**src/rtl/mac_pkg.sv**
```systemverilog
// Shared types and helpers for the MAC result path.
// Holds the accumulator width/type, the saturation clamp used when MAC_SAT_EN
// is defined, and a power-of-two check used for elaboration-time sanity checks.
package mac_pkg;

  localparam int unsigned MAC_ACC_W = 20;

  typedef logic signed [MAC_ACC_W-1:0] mac_acc_t;

  // Clamp a signed accumulator value into the signed range of 'width' bits.
  // A width of zero or one at least as wide as the accumulator leaves the value untouched.
  function automatic mac_acc_t sat_clamp(input mac_acc_t value, input int unsigned width);
    logic [MAC_ACC_W-1:0] one_v;
    mac_acc_t             max_v;
    mac_acc_t             min_v;
    mac_acc_t             res_v;
    one_v = {{(MAC_ACC_W-1){1'b0}}, 1'b1};
    max_v = value;
    min_v = value;
    res_v = value;
    if ((width == 32'd0) || (width >= MAC_ACC_W)) begin
      res_v = value;
    end else begin
      max_v = mac_acc_t'((one_v << (width - 32'd1)) - one_v);
      min_v = ~max_v;
      if (value > max_v) begin
        res_v = max_v;
      end else if (value < min_v) begin
        res_v = min_v;
      end else begin
        res_v = value;
      end
    end
    return res_v;
  endfunction

  // True when n is a non-zero power of two.
  function automatic bit is_pow2(input int unsigned n);
    return (n != 32'd0) && ((n & (n - 32'd1)) == 32'd0);
  endfunction

endpackage

```
**src/rtl/mac_result_fifo_if.sv**
```systemverilog
// Handshake bundle between the MAC, the result FIFO and its consumer.
// master: the side driving the MAC stream and the consumer ready.
// slave : the result FIFO itself.
interface mac_result_fifo_if
  import mac_pkg::*;
#(
  parameter int unsigned IN_W = MAC_ACC_W
) ();

  logic                   in_valid;
  logic signed [IN_W-1:0] in_data;
  logic                   out_valid;
  logic                   out_ready;
  logic signed [IN_W-1:0] out_data;

  modport master (
    output in_valid,
    output in_data,
    output out_ready,
    input  out_valid,
    input  out_data
  );

  modport slave (
    input  in_valid,
    input  in_data,
    input  out_ready,
    output out_valid,
    output out_data
  );

endinterface

```
**src/rtl/mac_fifo_core.sv**
```systemverilog
// Storage, pointers and occupancy for the result FIFO.
// A write into a full FIFO is accepted only when a read happens in the same
// cycle; otherwise it is ignored and the caller decides what to flag.
// Read data comes straight from the storage array (no output register).
module mac_fifo_core
  import mac_pkg::*;
#(
  parameter int unsigned DW    = MAC_ACC_W,
  parameter int unsigned DEPTH = 4
) (
  input  logic                             clk,
  input  logic                             reset,
  input  logic                             i_push,
  input  logic                             i_pop,
  input  logic [DW-1:0]                    i_wdata,
  output logic [DW-1:0]                    o_rdata,
  output logic [$clog2(DEPTH+1)-1:0]       o_count,
  output logic                             o_full,
  output logic                             o_empty
);

  localparam int unsigned PTR_W = $clog2(DEPTH);
  localparam int unsigned CNT_W = $clog2(DEPTH + 1);

  if (!is_pow2(DEPTH) || (DEPTH < 2)) begin : g_bad_depth
    $error("mac_fifo_core: DEPTH must be a power of two and at least 2");
  end

  logic [DW-1:0]    r_mem [DEPTH];
  logic [PTR_W-1:0] r_wr_ptr;
  logic [PTR_W-1:0] r_rd_ptr;
  logic [CNT_W-1:0] r_count;
  logic             w_wr_en;
  logic             w_rd_en;

  assign o_full  = (r_count == CNT_W'(DEPTH));
  assign o_empty = (r_count == {CNT_W{1'b0}});
  assign w_rd_en = i_pop && !o_empty;
  assign w_wr_en = i_push && (!o_full || w_rd_en);
  assign o_rdata = r_mem[r_rd_ptr];
  assign o_count = r_count;

  // Storage array: cleared on reset, written at the write pointer on an accepted push.
  always_ff @(posedge clk or negedge reset) begin
    if (!reset) begin
      for (int i = 0; i < int'(DEPTH); i++) begin
        r_mem[i] <= {DW{1'b0}};
      end
    end else if (w_wr_en) begin
      r_mem[r_wr_ptr] <= i_wdata;
    end
  end

  // Read/write pointers advance on accepted operations and wrap naturally (DEPTH is 2^n).
  always_ff @(posedge clk or negedge reset) begin
    if (!reset) begin
      r_wr_ptr <= {PTR_W{1'b0}};
      r_rd_ptr <= {PTR_W{1'b0}};
    end else begin
      if (w_wr_en) begin
        r_wr_ptr <= r_wr_ptr + PTR_W'(1);
      end
      if (w_rd_en) begin
        r_rd_ptr <= r_rd_ptr + PTR_W'(1);
      end
    end
  end

  // Occupancy: up on write only, down on read only, unchanged when both or neither happen.
  always_ff @(posedge clk or negedge reset) begin
    if (!reset) begin
      r_count <= {CNT_W{1'b0}};
    end else begin
      case ({w_wr_en, w_rd_en})
        2'b10:   r_count <= r_count + CNT_W'(1);
        2'b01:   r_count <= r_count - CNT_W'(1);
        default: r_count <= r_count;
      endcase
    end
  end

endmodule

```
**src/rtl/mac_result_fifo.sv**
```systemverilog
// Downstream stage of the MAC unit: keeps the last valid result of every
// VEC_LEN-long group, buffers it in a small FIFO and offers it on a
// valid/ready output. The MAC cannot be stalled, so a kept result arriving
// while the FIFO is full (and not being read) is dropped and 'overflow' sticks.
// Optional feature macro: MAC_SAT_EN -- clamp kept results to signed OUT_W
// bits before storage and raise sticky 'sat_flag' on each clamp. Without it,
// values are stored as-is and 'sat_flag' is tied low.
module mac_result_fifo
  import mac_pkg::*;
#(
  parameter int unsigned IN_W    = 20,
  parameter int unsigned DEPTH   = 4,
  parameter int unsigned VEC_LEN = 1,
  parameter int unsigned OUT_W   = 16
) (
  input  logic                          clk,
  input  logic                          reset,
  mac_result_fifo_if.slave              bus,
  output logic [$clog2(DEPTH+1)-1:0]    count,
  output logic                          overflow,
  output logic                          sat_flag
);

  localparam int unsigned GRP_W = (VEC_LEN > 1) ? $clog2(VEC_LEN) : 1;

  if ((VEC_LEN < 1) || (OUT_W < 2) || (OUT_W > IN_W)) begin : g_bad_cfg
    $error("mac_result_fifo: need VEC_LEN>=1 and 2<=OUT_W<=IN_W");
  end

  logic [GRP_W-1:0]       r_grp;
  logic                   r_overflow;
  logic                   w_grp_last;
  logic                   w_push;
  logic                   w_pop;
  logic                   w_full;
  logic                   w_empty;
  logic signed [IN_W-1:0] w_store;
  logic [IN_W-1:0]        w_rdata;

  assign w_grp_last = (r_grp == GRP_W'(VEC_LEN - 1));
  assign w_push     = bus.in_valid && w_grp_last;
  assign w_pop      = !w_empty && bus.out_ready;

  // Group position: counts valid inputs and wraps after the last one of a group.
  always_ff @(posedge clk or negedge reset) begin
    if (!reset) begin
      r_grp <= {GRP_W{1'b0}};
    end else if (bus.in_valid) begin
      if (w_grp_last) begin
        r_grp <= {GRP_W{1'b0}};
      end else begin
        r_grp <= r_grp + GRP_W'(1);
      end
    end
  end

`ifdef MAC_SAT_EN
  mac_acc_t w_clamped;
  logic     w_clamp_hit;
  logic     r_sat_flag;

  // Clamp the incoming value to OUT_W signed bits and note whether it changed.
  always_comb begin
    w_clamped   = sat_clamp(mac_acc_t'(bus.in_data), OUT_W);
    w_store     = IN_W'(w_clamped);
    w_clamp_hit = (w_store != bus.in_data);
  end

  // Sticky record that a kept result had to be clamped.
  always_ff @(posedge clk or negedge reset) begin
    if (!reset) begin
      r_sat_flag <= 1'b0;
    end else if (w_push && w_clamp_hit) begin
      r_sat_flag <= 1'b1;
    end
  end

  assign sat_flag = r_sat_flag;
`else
  assign w_store  = bus.in_data;
  assign sat_flag = 1'b0;
`endif

  // Sticky record that a kept result was lost to a full FIFO with no read that cycle.
  always_ff @(posedge clk or negedge reset) begin
    if (!reset) begin
      r_overflow <= 1'b0;
    end else if (w_push && w_full && !w_pop) begin
      r_overflow <= 1'b1;
    end
  end

  assign overflow = r_overflow;

  mac_fifo_core #(
    .DW    (IN_W),
    .DEPTH (DEPTH)
  ) u_core (
    .clk     (clk),
    .reset   (reset),
    .i_push  (w_push),
    .i_pop   (w_pop),
    .i_wdata (w_store),
    .o_rdata (w_rdata),
    .o_count (count),
    .o_full  (w_full),
    .o_empty (w_empty)
  );

  assign bus.out_valid = !w_empty;
  assign bus.out_data  = w_rdata;

endmodule

```
**src/flat_wrapper.sv**
```systemverilog
// flat-port wrapper written by rule: the top's interface ports become plain ports
module mac_result_fifo_flat import mac_pkg::*;
#(
  parameter int unsigned IN_W    = 20,
  parameter int unsigned DEPTH   = 4,
  parameter int unsigned VEC_LEN = 1,
  parameter int unsigned OUT_W   = 16
)
  (clk, reset, count, overflow, sat_flag, bus_in_valid, bus_in_data, bus_out_ready, bus_out_valid, bus_out_data);
  mac_result_fifo_if #(.IN_W(IN_W)) bus_i ();
  input  logic clk;
  input  logic reset;
  output logic [$clog2(DEPTH+1)-1:0] count;
  output logic overflow;
  output logic sat_flag;
  input wire logic [$bits(bus_i.in_valid)-1:0] bus_in_valid;
  input wire logic [$bits(bus_i.in_data)-1:0] bus_in_data;
  input wire logic [$bits(bus_i.out_ready)-1:0] bus_out_ready;
  output wire logic [$bits(bus_i.out_valid)-1:0] bus_out_valid;
  output wire logic [$bits(bus_i.out_data)-1:0] bus_out_data;
  assign bus_i.in_valid = bus_in_valid;
  assign bus_i.in_data = bus_in_data;
  assign bus_i.out_ready = bus_out_ready;
  assign bus_out_valid = bus_i.out_valid;
  assign bus_out_data = bus_i.out_data;
  mac_result_fifo #(.IN_W(IN_W), .DEPTH(DEPTH), .VEC_LEN(VEC_LEN), .OUT_W(OUT_W)) u_core (.clk(clk), .reset(reset), .bus(bus_i), .count(count), .overflow(overflow), .sat_flag(sat_flag));
endmodule
```
**config.mk**
```make
export PLATFORM = sky130hd
export DESIGN_NAME = mac_result_fifo_flat
export DESIGN_NICKNAME = d
export VERILOG_FILES = /design/src/rtl/mac_pkg.sv /design/src/rtl/mac_result_fifo_if.sv /design/src/rtl/mac_fifo_core.sv /design/src/rtl/mac_result_fifo.sv /design/src/flat_wrapper.sv
export SDC_FILE = /design/constraint.sdc
export NUM_CORES = 1
export LEC_CHECK = 0
export CAP_MARGIN = 20
export CELL_PAD_IN_SITES_DETAIL_PLACEMENT = 1
export CELL_PAD_IN_SITES_GLOBAL_PLACEMENT = 2
export CORE_MARGIN = 10
export CORE_UTILIZATION = 36
export DETAILED_ROUTE_END_ITERATION = 7
export MAX_ROUTING_LAYER = met4
export PLACE_DENSITY_LB_ADDON = 0.3
export RECOVER_POWER = 100
export SLEW_MARGIN = 10
export SYNTH_ARGS = -nofsm -noshare
export SYNTH_HDL_FRONTEND = slang
export SYNTH_HIERARCHICAL = 1
export SYNTH_SLANG_ARGS = --single-unit
```
**constraint.sdc**
```tcl
create_clock -name clk -period 2.2 [get_ports clk]
set_input_delay 0.22 -clock clk [delete_from_list [all_inputs] [get_ports clk]]
set_output_delay 0.22 -clock clk [all_outputs]
set_load 0.005 [all_outputs]
```
# ---- Yosys cells after proc, flatten, opt, wreduce, memory -nomap -nowiden
# Index checks and enable logic that the tools add are counted.
dict set report totals {
  register_bits 89
  out_inout_bits 26
}
dict set report classes {
  n_addsub 5
  n_lt_le_gt_ge 3
  eq_ne 3
  muxes 8
  bitwise 3
  reduce_logical 13
}
# op count
set ops {}
lappend ops {{$bwmux W80} 1}
lappend ops {{$mux W20} 3}
lappend ops {{$bmux W20 S2} 1}
lappend ops {{$demux W20 S2} 1}
lappend ops {{$logic_and A1 B1 Y1} 7}
lappend ops {{$ge A3 B3 Y1 const B} 2}
lappend ops {{$not A2 Y3} 2}
lappend ops {{$pmux W3 S2} 1}
lappend ops {{$add A2 B1 Y2 const B} 2}
lappend ops {{$add A3 B1 Y3 const B} 1}
lappend ops {{$eq A3 B3 Y1 const B} 1}
lappend ops {{$logic_not A1 Y1} 3}
lappend ops {{$logic_not A3 Y1} 1}
lappend ops {{$lt A3 B1 Y1 const B} 1}
lappend ops {{$sub A3 B1 Y3 const B} 1}
lappend ops {{$eq A2 B1 Y1 const B} 1}
lappend ops {{$eq A2 B2 Y1 const B} 1}
lappend ops {{$reduce_bool A2 Y1} 1}
lappend ops {{$add A1 B1 Y1 const B} 1}
lappend ops {{$logic_or A1 B1 Y1} 1}
lappend ops {{$mux W1} 1}
lappend ops {{$not A1 Y1} 1}

# ---- Logic depth before layout (Yosys ltp)
# Gate-level depths: netlist (run 1).
dict set report depth {
  depth_word 8
  mapped_depth 10
}

# ---- By module
# Netlist (run 1), hierarchy kept.
# module n_inst cells_each area_per_inst_um2 seq_area_each_um2
set by_module_without_submodules {}
lappend by_module_without_submodules {mac_fifo_core 1 233 3898.7 2177.1}
lappend by_module_without_submodules {mac_result_fifo 1 7 68.8 25.0}

# ---- Least setup slack after synthesis (run 1)
# No wires, ideal clock.
dict set report synth_timing {
  kind {flip-flop to flip-flop}
  from {reg u_core.u_core.r_count[0], in the netlist u_core/u_core/o_count[0]}
  to {reg u_core.u_core.r_count[2], in the netlist u_core/u_core/o_count[2]}
  setup_time_ns 0.079
  arrival_time_ns 2.363
  required_ns 2.121
  slack_ns -0.242
  stages_incl_launch_ff 11
  synth_period_minus_slack_ns 2.442
  cell_sequence {dfrtp_1 -> nor3_1 -> nor2b_4 -> nor4b_4 -> nand2b_1 -> ha_1 -> inv_1 -> fa_1 -> xor2_1 -> nor2_1 -> xor2_1}
}
dict set report synth_via {
  elab_chain_len 8
}
# item line
set synth_lines {}
lappend synth_lines {{from (decl)} mac_fifo_core.sv:32} ;# logic [CNT_W-1:0] r_count;
lappend synth_lines {{from (signal assigned)} mac_fifo_core.sv:72} ;# r_count <= {CNT_W{1'b0}};
lappend synth_lines {{from (signal assigned)} mac_fifo_core.sv:75} ;# 2'b10: r_count <= r_count + CNT_W'(1);
lappend synth_lines {{from (signal assigned)} mac_fifo_core.sv:76} ;# 2'b01: r_count <= r_count - CNT_W'(1);
lappend synth_lines {{$logic_not A3 Y1 *} mac_fifo_core.sv:37} ;# assign o_empty = (r_count == {CNT_W{1'b0}});
lappend synth_lines {{via u_core.w_empty} mac_result_fifo.sv:36} ;# logic w_empty;
lappend synth_lines {{$logic_not A1 Y1 *} mac_result_fifo.sv:42} ;# assign w_pop = !w_empty && bus.out_ready;
lappend synth_lines {{$logic_and A1 B1 Y1 *} mac_result_fifo.sv:42}
lappend synth_lines {{via u_core.w_pop} mac_result_fifo.sv:34} ;# logic w_pop;
lappend synth_lines {{$logic_and A1 B1 Y1 *} mac_fifo_core.sv:38} ;# assign w_rd_en = i_pop && !o_empty;
lappend synth_lines {{$logic_or A1 B1 Y1} mac_fifo_core.sv:39} ;# assign w_wr_en = i_push && (!o_full || w_rd_en);
lappend synth_lines {{$logic_and A1 B1 Y1} mac_fifo_core.sv:39}
lappend synth_lines {{$eq A2 B1 Y1 or $eq A2 B2 Y1 (tied branches)} mac_fifo_core.sv:74} ;# case ({w_wr_en, w_rd_en})
lappend synth_lines {{$pmux W3 S2 or $reduce_bool A2 Y1 (tied branches)} --}
# The timed path passes the listed nets; every way through them passes the cells marked *.
# A chain may end at the register's enable or synchronous reset.

# ---- Worst setup path in the final report (run 1)
dict set report layout_timing {
  from {reg u_core.u_core.r_rd_ptr[0]}
  to {out bus_out_data[9]}
}
dict set report layout_via {
  elab_chain_len 4
}
# item line
set layout_lines {}
lappend layout_lines {{from (decl)} mac_fifo_core.sv:31} ;# logic [PTR_W-1:0] r_rd_ptr;
lappend layout_lines {{from (signal assigned)} mac_fifo_core.sv:58} ;# r_rd_ptr <= {PTR_W{1'b0}};
lappend layout_lines {{from (signal assigned)} mac_fifo_core.sv:64} ;# r_rd_ptr <= r_rd_ptr + PTR_W'(1);
lappend layout_lines {{$not A2 Y3 (implied by the code)} mac_fifo_core.sv:40} ;# assign o_rdata = r_mem[r_rd_ptr];
lappend layout_lines {{$bmux W20 S2} mac_fifo_core.sv:40}
lappend layout_lines {{$mux W20 (implied by the code) (2 in a row)} mac_fifo_core.sv:40}
lappend layout_lines {{to (decl)} flat_wrapper.sv:20} ;# output wire logic [$bits(bus_i.out_data)-1:0] bus_out_data;
# No other way between the ends. The select of a mux whose other input is x is not followed.

==> load_flow_metrics.sql, run 1 <==
INSERT INTO impl_metrics (metric_group, metric, value, unit) VALUES
('status', 'result_of_the_run', 'complete, but fails checks', ''),
('status', 'violations', 'negative setup slack', ''),
('timing', 'finalSetupViolCount', '4', ''),
('finish', 'finish.instance_area', '4990', 'um2'),
('setup_path', 'reg2reg_to', 'u_core/u_core/o_count[2]$_DFFE_PN0P_', ''),
('setup_path', 'critical_path.cell_chain', 'clkbuf_16 -> buf_4 -> mux4_2 -> dlygate4sd2_1', ''),
('pwr', 'share_clk_of_total_power', '13.1', '%'),
('timing', 'worst_slew_pin_slew', '0.886', 'ns'),
('floorplanning', 'fp.coreArea', '10800', 'um2'),
('routing', 'vias', '2228', ''),
('setup_path', 'start_kind', 'flop', ''),
('synth', 'synth-seq-cells', '88', ''),
('routing', 'drt_iter0_drc', '80', ''),
('timing', 'finalClockSkew', '0.0106', 'ns'),
('finish', 'layout_cells_excl_fill', '465', ''),
('timing', 'timing.setup.tns', '-0.0175', 'ns'),
('finish', 'n_antenna_cell', '0', ''),
('routing', 'drc_errors', '0', ''),
('setup_path', 'crit_path_top_delay_cell', 'sky130_fd_sc_hd__dfrtp_1', ''),
('setup_path', 'reg2regPathDepth', '10', ''),
('floorplanning', 'std_cell_rows', '38', ''),
('grt', 'grt_pass1_vias', '2613', ''),
('timing', 'final.period_utilization', '100', '%'),
('synth', 'synth_area_per_cell', '16.5', 'um2'),
('clock_network', 'tritoncts_clock_tree', 'yes', ''),
('synth', 'yosysWarnings', '6', ''),
('setup_path', 'critical_path_class', 'reg -> out', ''),
('hold_path', 'hp-class', 'reg -> reg', ''),
('routing', 'routedWlPerCell', '18.1', 'um'),
('finish', 'drive_gt1_share', '45.8', '%'),
('pwr', 'power.share.combinational', '48.7', '%'),
('hold_path', 'hp-start', 'u_core/overflow$_DFFE_PN0P_', ''),
('timing', 'final.min_clock_period', '2.21', 'ns'),
('routing', 'first_pass_iters', '4', ''),
('timing', 'whs', '0.481', 'ns'),
('timing', 'setup_slack', '-0.00812', 'ns'),
('setup_path', 'crit-reg2reg-launch', 'u_core/u_core/o_count[0]$_DFFE_PN0P_', ''),
('floorplanning', 'die_area', '15600', 'um2'),
('pwr', 'p_int', '5.28', 'mW'),
('finish', 'most_common_library_cell_in_the_layout_ignoring_fill_and_taps', 'sky130_fd_sc_hd__dfrtp_1', ''),
('pwr', 'psw', '2.26', 'mW'),
('timing', 'fmaxAchievable', '0.453', 'GHz'),
('floorplanning', 'floorplan.io_pins', '50', ''),
('timing', 'maxSlewViolCount', '0', ''),
('clock_network', 'clk_pin_slew', '0.09', 'ns'),
('pwr', 'switching_fraction', '29.9', '%'),
('grt', 'total_grt_usage', '11.3', '%'),
('finish', 'fill_cells', '1046', ''),
('hold_path', 'hold-path-cell-count', '1', ''),
('setup_path', 'critical-path-max-stage-delay', '0.51', 'ns'),
('clock_network', 'clock-sinks', '88', ''),
('synth', 'post_synth_instance_area', '3970', 'um2'),
('pwr', 'irDropWorstVdd', '0.563', 'mV'),
('timing', 'max_slew_margin', '40.9', '%'),
('timing', 'grt_setup_unrepaired', 'yes', ''),
('hold_path', 'worstHoldEndpoint', 'u_core/overflow$_DFFE_PN0P_', ''),
('floorplanning', 'dieHeight', '125', 'um'),
('placement', 'finalWeightedCongestion', '0.725', ''),
('clock_network', 'cts_inserted_buffers', '9', ''),
('pwr', 'power_per_cell_area', '1510', 'nW/um2'),
('pwr', 'sequentialPowerShare', '38.2', '%'),
('placement', 'port-buffer-count', '48', ''),
('floorplanning', 'chip_width', '125', 'um'),
('setup_path', 'worst-endpoint-required', '1.98', 'ns'),
('placement', 'placed_cell_area', '4760', 'um2'),
('grt', 'grt_antenna_before_repair', '0', ''),
('synth', 'syn_inst', '240', ''),
('floorplanning', 'initial_utilization', '36.8', '%'),
('clock_network', 'clkLatencyLatePin', '0.35', 'ns'),
('pwr', 'post-layout-total-power', '7.54', 'mW'),
('placement', 'numPlacedInstances', '436', '');
repair_timing:
action	4_1_cts	5_1_grt
buffers inserted	1	10
hold buffers	1	0
pin swaps	4	0
gates cloned	0	1
hold endpoints to repair	35	0
gates resized for setup	2	18
setup endpoints to repair	3	16
power groups by stage:
| stage | registers [mW] | logic [mW] | clock network, mW |
|---|---|---|---|
| after floorplan | 2.81 | 2.25 | 0 |
| after CTS | 2.88 | 3.80 | 1.02 |
| after global placement | 2.87 | 3.74 | 0 |
| final | 2.88 | 3.67 | 0.988 |
| after global routing | 3.01 | 4.02 | 1.09 |
| after detailed placement | 2.92 | 3.80 | 0 |
synthesized netlist by cell type, drive strengths merged:
master | count | share of area [%]
dfrtp | 88 | 56
mux2 | 81 | 23
mux4 | 20 | 11
buf | 11 | 2.7
inv | 6 | 0.57
nand2 | 6 | 0.57
ha | 5 | 1.6
nor2 | 5 | 0.47
xnor2 | 3 | 0.66
xor2 | 3 | 0.66
clkbuf | 2 | 0.19
and3 | 1 | 0.16
conb | 1 | 0.095
fa | 1 | 0.50
mux2i | 1 | 0.25
nand2b | 1 | 0.16
nor2b | 1 | 0.35
nor3 | 1 | 0.13
nor4b | 1 | 0.60
o21bai | 1 | 0.28
o31a | 1 | 0.22
worst max-delay path by stage:
stage	start	end	slack, ns	cells after the start
after detailed placement	bus_out_ready	u_core/u_core/o_count[2]$_DFFE_PN0P_	-0.09	10
after CTS	u_core/u_core/r_rd_ptr[0]$_DFFE_PN0P_	bus_out_data[12]	0.005	3
after global routing	u_core/u_core/o_count[0]$_DFFE_PN0P_	u_core/u_core/o_count[2]$_DFFE_PN0P_	-0.11	10
final	u_core/u_core/r_rd_ptr[0]$_DFFE_PN0P_	bus_out_data[9]	-0.008	4
after global placement	bus_out_ready	u_core/u_core/o_count[2]$_DFFE_PN0P_	0.001	10
after floorplan	u_core/u_core/o_count[1]$_DFFE_PN0P_	u_core/u_core/o_count[2]$_DFFE_PN0P_	-0.06	10
worst max-delay path: cells and delay by family (launching register included):
family / cells / cell delay (ns)
DFF: 1 / 0.51
muxes: 1 / 0.50
buffers and inverters: 3 / 0.63
cells by family after synthesis:
kind of cell	after synthesis	synth area share, %
mux	102	34.6
simple gates	16	2.43
fa+ha+maj	6	2.08
xor+xnor	6	1.32
compound gates	2	0.505
flops	88	55.5
other cells	1	0.0945
buf+inv	19	3.47
metal layers:
| layer | track usage [%] | wire (um) |
|---|---|---|
| met5 | - | 0 |
| met3 | 1.99 | 149 |
| met1 | 14.4 | 4120 |
| met2 | 17.6 | 4050 |
| met4 | 4.27 | 104 |
final cells by class:
class | instances | area [um2] | area share (%)
Clock buffer | 13 | 149 | 2.98
Clock inverter | 3 | 18.8 | 0.376
Inverter | 6 | 22.5 | 0.451
Multi-Input combinational cell | 133 | 1660 | 33.3
Sequential cell | 88 | 2200 | 44.1
Tap cell | 140 | 175 | 3.51
Timing Repair Buffer | 82 | 763 | 15.3
flip-flops by register name, indices dropped and copies added, names as in the netlist:
signal,count
u_core/overflow,1
u_core/u_core/o_count,3
u_core/u_core/r_mem,80
u_core/u_core/r_rd_ptr,2
u_core/u_core/r_wr_ptr,2
metrics by stage:
step,util (%),setup WS [ns]
6_report,46.3,-0.00812
5_1_grt,46.3,-0.110
4_1_cts,45.8,0.00451
3_5_place_dp,44.1,-0.0905
3_3_place_gp,44.1,0.00107
2_1_floorplan,-,-0.0595
(Power assumes the default switching activity.)
==> run 2, diff against run 1 <==
--- a/config.mk
+++ b/config.mk
@@ -8,7 +8,6 @@
 export CAP_MARGIN = 20
 export CELL_PAD_IN_SITES_DETAIL_PLACEMENT = 1
 export CELL_PAD_IN_SITES_GLOBAL_PLACEMENT = 2
-export CORE_MARGIN = 10
 export CORE_UTILIZATION = 36
 export DETAILED_ROUTE_END_ITERATION = 7
 export MAX_ROUTING_LAYER = met4
==> constraint.sdc (replaced) <==
create_clock -name clk -period 2.2 [get_ports clk]
set_input_delay 0.44 -clock clk [delete_from_list [all_inputs] [get_ports clk]]
set_output_delay 0.44 -clock clk [all_outputs]
set_load 0.005 [all_outputs]
==> run 2 against run 1 <==
Net effect: the run now ends clean; core utilization increased by 1.0 points; clock skew up 0.00052 ns; non-clock buffer count down 5; sequential cell count stayed put; via count increased by 1.4%; cell count decreased by 1.9%; total power increased by 0.14%; largest power group unchanged; highest routed layer unchanged.
==> load_flow_metrics.sql, run 2 (synthesized netlist as in run 1, its figures left out) <==
INSERT INTO impl_metrics (metric_group, metric, value, unit) VALUES
('status', 'result_of_the_run', 'complete, no violations', ''),
('setup_path', 'worst-endpoint-required', '2.48', 'ns'),
('pwr', 'irDropWorstVdd', '0.535', 'mV'),
('hold_path', 'hp-class', 'reg -> reg', ''),
('floorplanning', 'initial_utilization', '37.8', '%'),
('routing', 'ant_nets', '0', ''),
('grt', 'grt_first_pass_wirelength', '13800', 'um'),
('finish', 'largest_register_ff_count', '80', ''),
('timing', 'worst_slew_pin_slew', '1.45', 'ns'),
('timing', 'fmaxAchievable', '0.464', 'GHz'),
('grt', 'total_grt_usage', '16.7', '%'),
('timing', 'final.min_clock_period', '2.15', 'ns'),
('pwr', 'power_per_cell_area', '1520', 'nW/um2'),
('floorplanning', 'chip_width', '107', 'um'),
('floorplanning', 'std_cell_rows', '37', ''),
('grt', 'grt_pass1_vias', '2557', ''),
('routing', 'detail_route.vias_per_cell', '4.96', ''),
('run', 'maxCapViolCount', '0', ''),
('setup_path', 'critical_path_class', 'reg -> reg', ''),
('clock_network', 'cts_max_level', '3', ''),
('clock_network', 'cts_inserted_buffers', '9', ''),
('timing', 'maxSlewViolCount', '0', ''),
('setup_path', 'timing.critical_path.to_type', 'flop', ''),
('routing', 'drc_errors', '0', ''),
('pwr', 'cellLeakagePower', '2.09', 'nW'),
('timing', 'grt_setup_unrepaired', 'yes', ''),
('routing', 'routedWlPerCell', '17.9', 'um'),
('floorplanning', 'die_area', '11400', 'um2'),
('setup_path', 'reg2regPathDepth', '10', ''),
('finish', 'max_flop_register', 'u_core/u_core/r_mem', ''),
('placement', 'port-buffer-count', '48', ''),
('clock_network', 'clk_pin_slew', '0.08', 'ns'),
('clock_network', 'cts_root_buffer', 'sky130_fd_sc_hd__clkbuf_8', ''),
('finish', 'synthToLayoutAreaGrowth', '25.3', '%'),
('routing', 'vias', '2260', ''),
('clock_network', 'clkLatencyLatePin', '0.36', 'ns'),
('grt', 'global_route.overflow_total', '0', ''),
('floorplanning', 'dieHeight', '107', 'um'),
('finish', 'layout.cells.most_common_list', '86 x sky130_fd_sc_hd__dfrtp_1, 81 x sky130_fd_sc_hd__mux2_2, 27 x sky130_fd_sc_hd__clkdlybuf4s50_1', ''),
('grt', 'grt_antenna_before_repair', '0', ''),
('clock_network', 'tritoncts_clock_tree', 'yes', ''),
('finish', 'drive_gt1_share', '54.7', '%'),
('hold_path', 'hold-path-cell-count', '1', ''),
('timing', 'whs', '0.483', 'ns'),
('finish', 'most_common_library_cell_in_the_layout_ignoring_fill_and_taps', 'sky130_fd_sc_hd__dfrtp_1', ''),
('timing', 'max_slew_margin', '3.34', '%'),
('pwr', 'post-layout-total-power', '7.55', 'mW'),
('timing', 'finalClockSkew', '0.0111', 'ns'),
('setup_path', 'start_kind', 'flop', ''),
('clock_network', 'clock-sinks', '88', ''),
('grt', 'pin_count_of_the_biggest_net_entering_global_routing', '64', ''),
('timing', 'hold_viol_final', '0', ''),
('setup_path', 'worstPathMaxFanout', '2', ''),
('placement', 'finalWeightedCongestion', '0.730', ''),
('routing', 'drt_wl_total', '8170', 'um'),
('floorplanning', 'floorplan.io_pins', '50', ''),
('timing', 'finalSetupViolCount', '0', ''),
('timing', 'setup_slack', '0.0451', 'ns'),
('placement', 'detailed_place_hpwl', '5380', 'um'),
('timing', 'final.period_utilization', '98.0', '%'),
('finish', 'n_antenna_cell', '0', ''),
('routing', 'first_pass_iters', '3', ''),
('placement', 'dp_slack', '-0.287', 'ns'),
('finish', 'design.final.nets', '345', ''),
('floorplanning', 'fp.coreArea', '10500', 'um2'),
('finish', 'finish.utilization', '47.3', '%'),
('clock_network', 'ctsLongestPathBuffers', '2', ''),
('setup_path', 'worst_ep_arrival_time', '2.43', 'ns'),
('routing', 'drt_iter0_drc', '53', '');
[run 2: cell count changes in the layout (fill, tap and decap cells not counted), moves of 5 or more]
cell and change:
sky130_fd_sc_hd__buf_2 +14, sky130_fd_sc_hd__buf_4 +7, sky130_fd_sc_hd__buf_6 +5, sky130_fd_sc_hd__clkbuf_1 -9
sky130_fd_sc_hd__clkbuf_4 -5, sky130_fd_sc_hd__dlymetal6s2s_1 -13
[run 2: area by class of cell]
class / instances / area, um2
Clock buffer: 10 / 128
Clock inverter: 6 / 67.6
Fill cell: 1044 / 5540
Inverter: 6 / 22.5
Multi-Input combinational cell: 133 / 1670
Sequential cell: 88 / 2200
Tap cell: 136 / 170
Timing Repair Buffer: 77 / 706
[run 2: critical path, stage by stage (launching register included)]
cell and delay, ns:
sky130_fd_sc_hd__dfrtp_2 0.43, sky130_fd_sc_hd__nor3_4 0.26, sky130_fd_sc_hd__nor2b_4 0.07, sky130_fd_sc_hd__nor4b_4 0.22, sky130_fd_sc_hd__nand2b_4 0.19, sky130_fd_sc_hd__ha_4 0.14
sky130_fd_sc_hd__inv_2 0.03, sky130_fd_sc_hd__fa_2 0.32, sky130_fd_sc_hd__xor2_1 0.14, sky130_fd_sc_hd__nor2_1 0.12, sky130_fd_sc_hd__xor2_1 0.15
[run 2: metal layers]
layer,GRT usage [%],routed length [um],vias to the layer above
li1,-,-,1016
met4,6.16,110,0
met3,3.04,291,10
met1,21.6,3710,1194
met5,-,0,-
met2,26.4,4060,40
[run 2: power by group]
part	leakage (nW)	switching, mW	internal (mW)
combinational	0.962	1.29	2.25
clock	0.0933	0.581	0.531
sequential	1.04	0.436	2.46
[run 2: through the flow]
step / instance area [um2] / std cells / setup TNS (ns)
6_report: 4970 / 456 / 0
5_1_grt: 4970 / 456 / -0.667
4_1_cts: 5030 / 458 / -0.250
3_5_place_dp: 4770 / 432 / -0.455
3_3_place_gp: 4770 / 432 / -0.298
2_1_floorplan: 4000 / 240 / -0.0595
[run 2: path summary, 6_finish.rpt]
kind                                                 startpoint                                   end  slack [ns]
max                        u_core/u_core/o_count[1]$_DFFE_PN0P_  u_core/u_core/o_count[2]$_DFFE_PN0P_        0.05
min                                 u_core/overflow$_DFFE_PN0P_           u_core/overflow$_DFFE_PN0P_        0.48
max reg2reg                u_core/u_core/o_count[1]$_DFFE_PN0P_  u_core/u_core/o_count[2]$_DFFE_PN0P_        0.05
min reg2reg                         u_core/overflow$_DFFE_PN0P_           u_core/overflow$_DFFE_PN0P_        0.48
max in group asynchronous                                 reset   u_core/u_core/r_mem[67]$_DFFE_PN0P_        0.24
min in group asynchronous                                 reset   u_core/u_core/r_mem[34]$_DFFE_PN0P_        0.95
[run 2: what timing repair did]
| item | in CTS | in global routing |
|---|---|---|
| gates cloned | 2 | 0 |
| pin swaps | 2 | 2 |
| hold endpoints to repair | 25 | 0 |
| hold buffers | 1 | 0 |
| setup endpoints to repair | 21 | 20 |
| resized for setup | 76 | 7 |
| setup buffers | 8 | 1 |
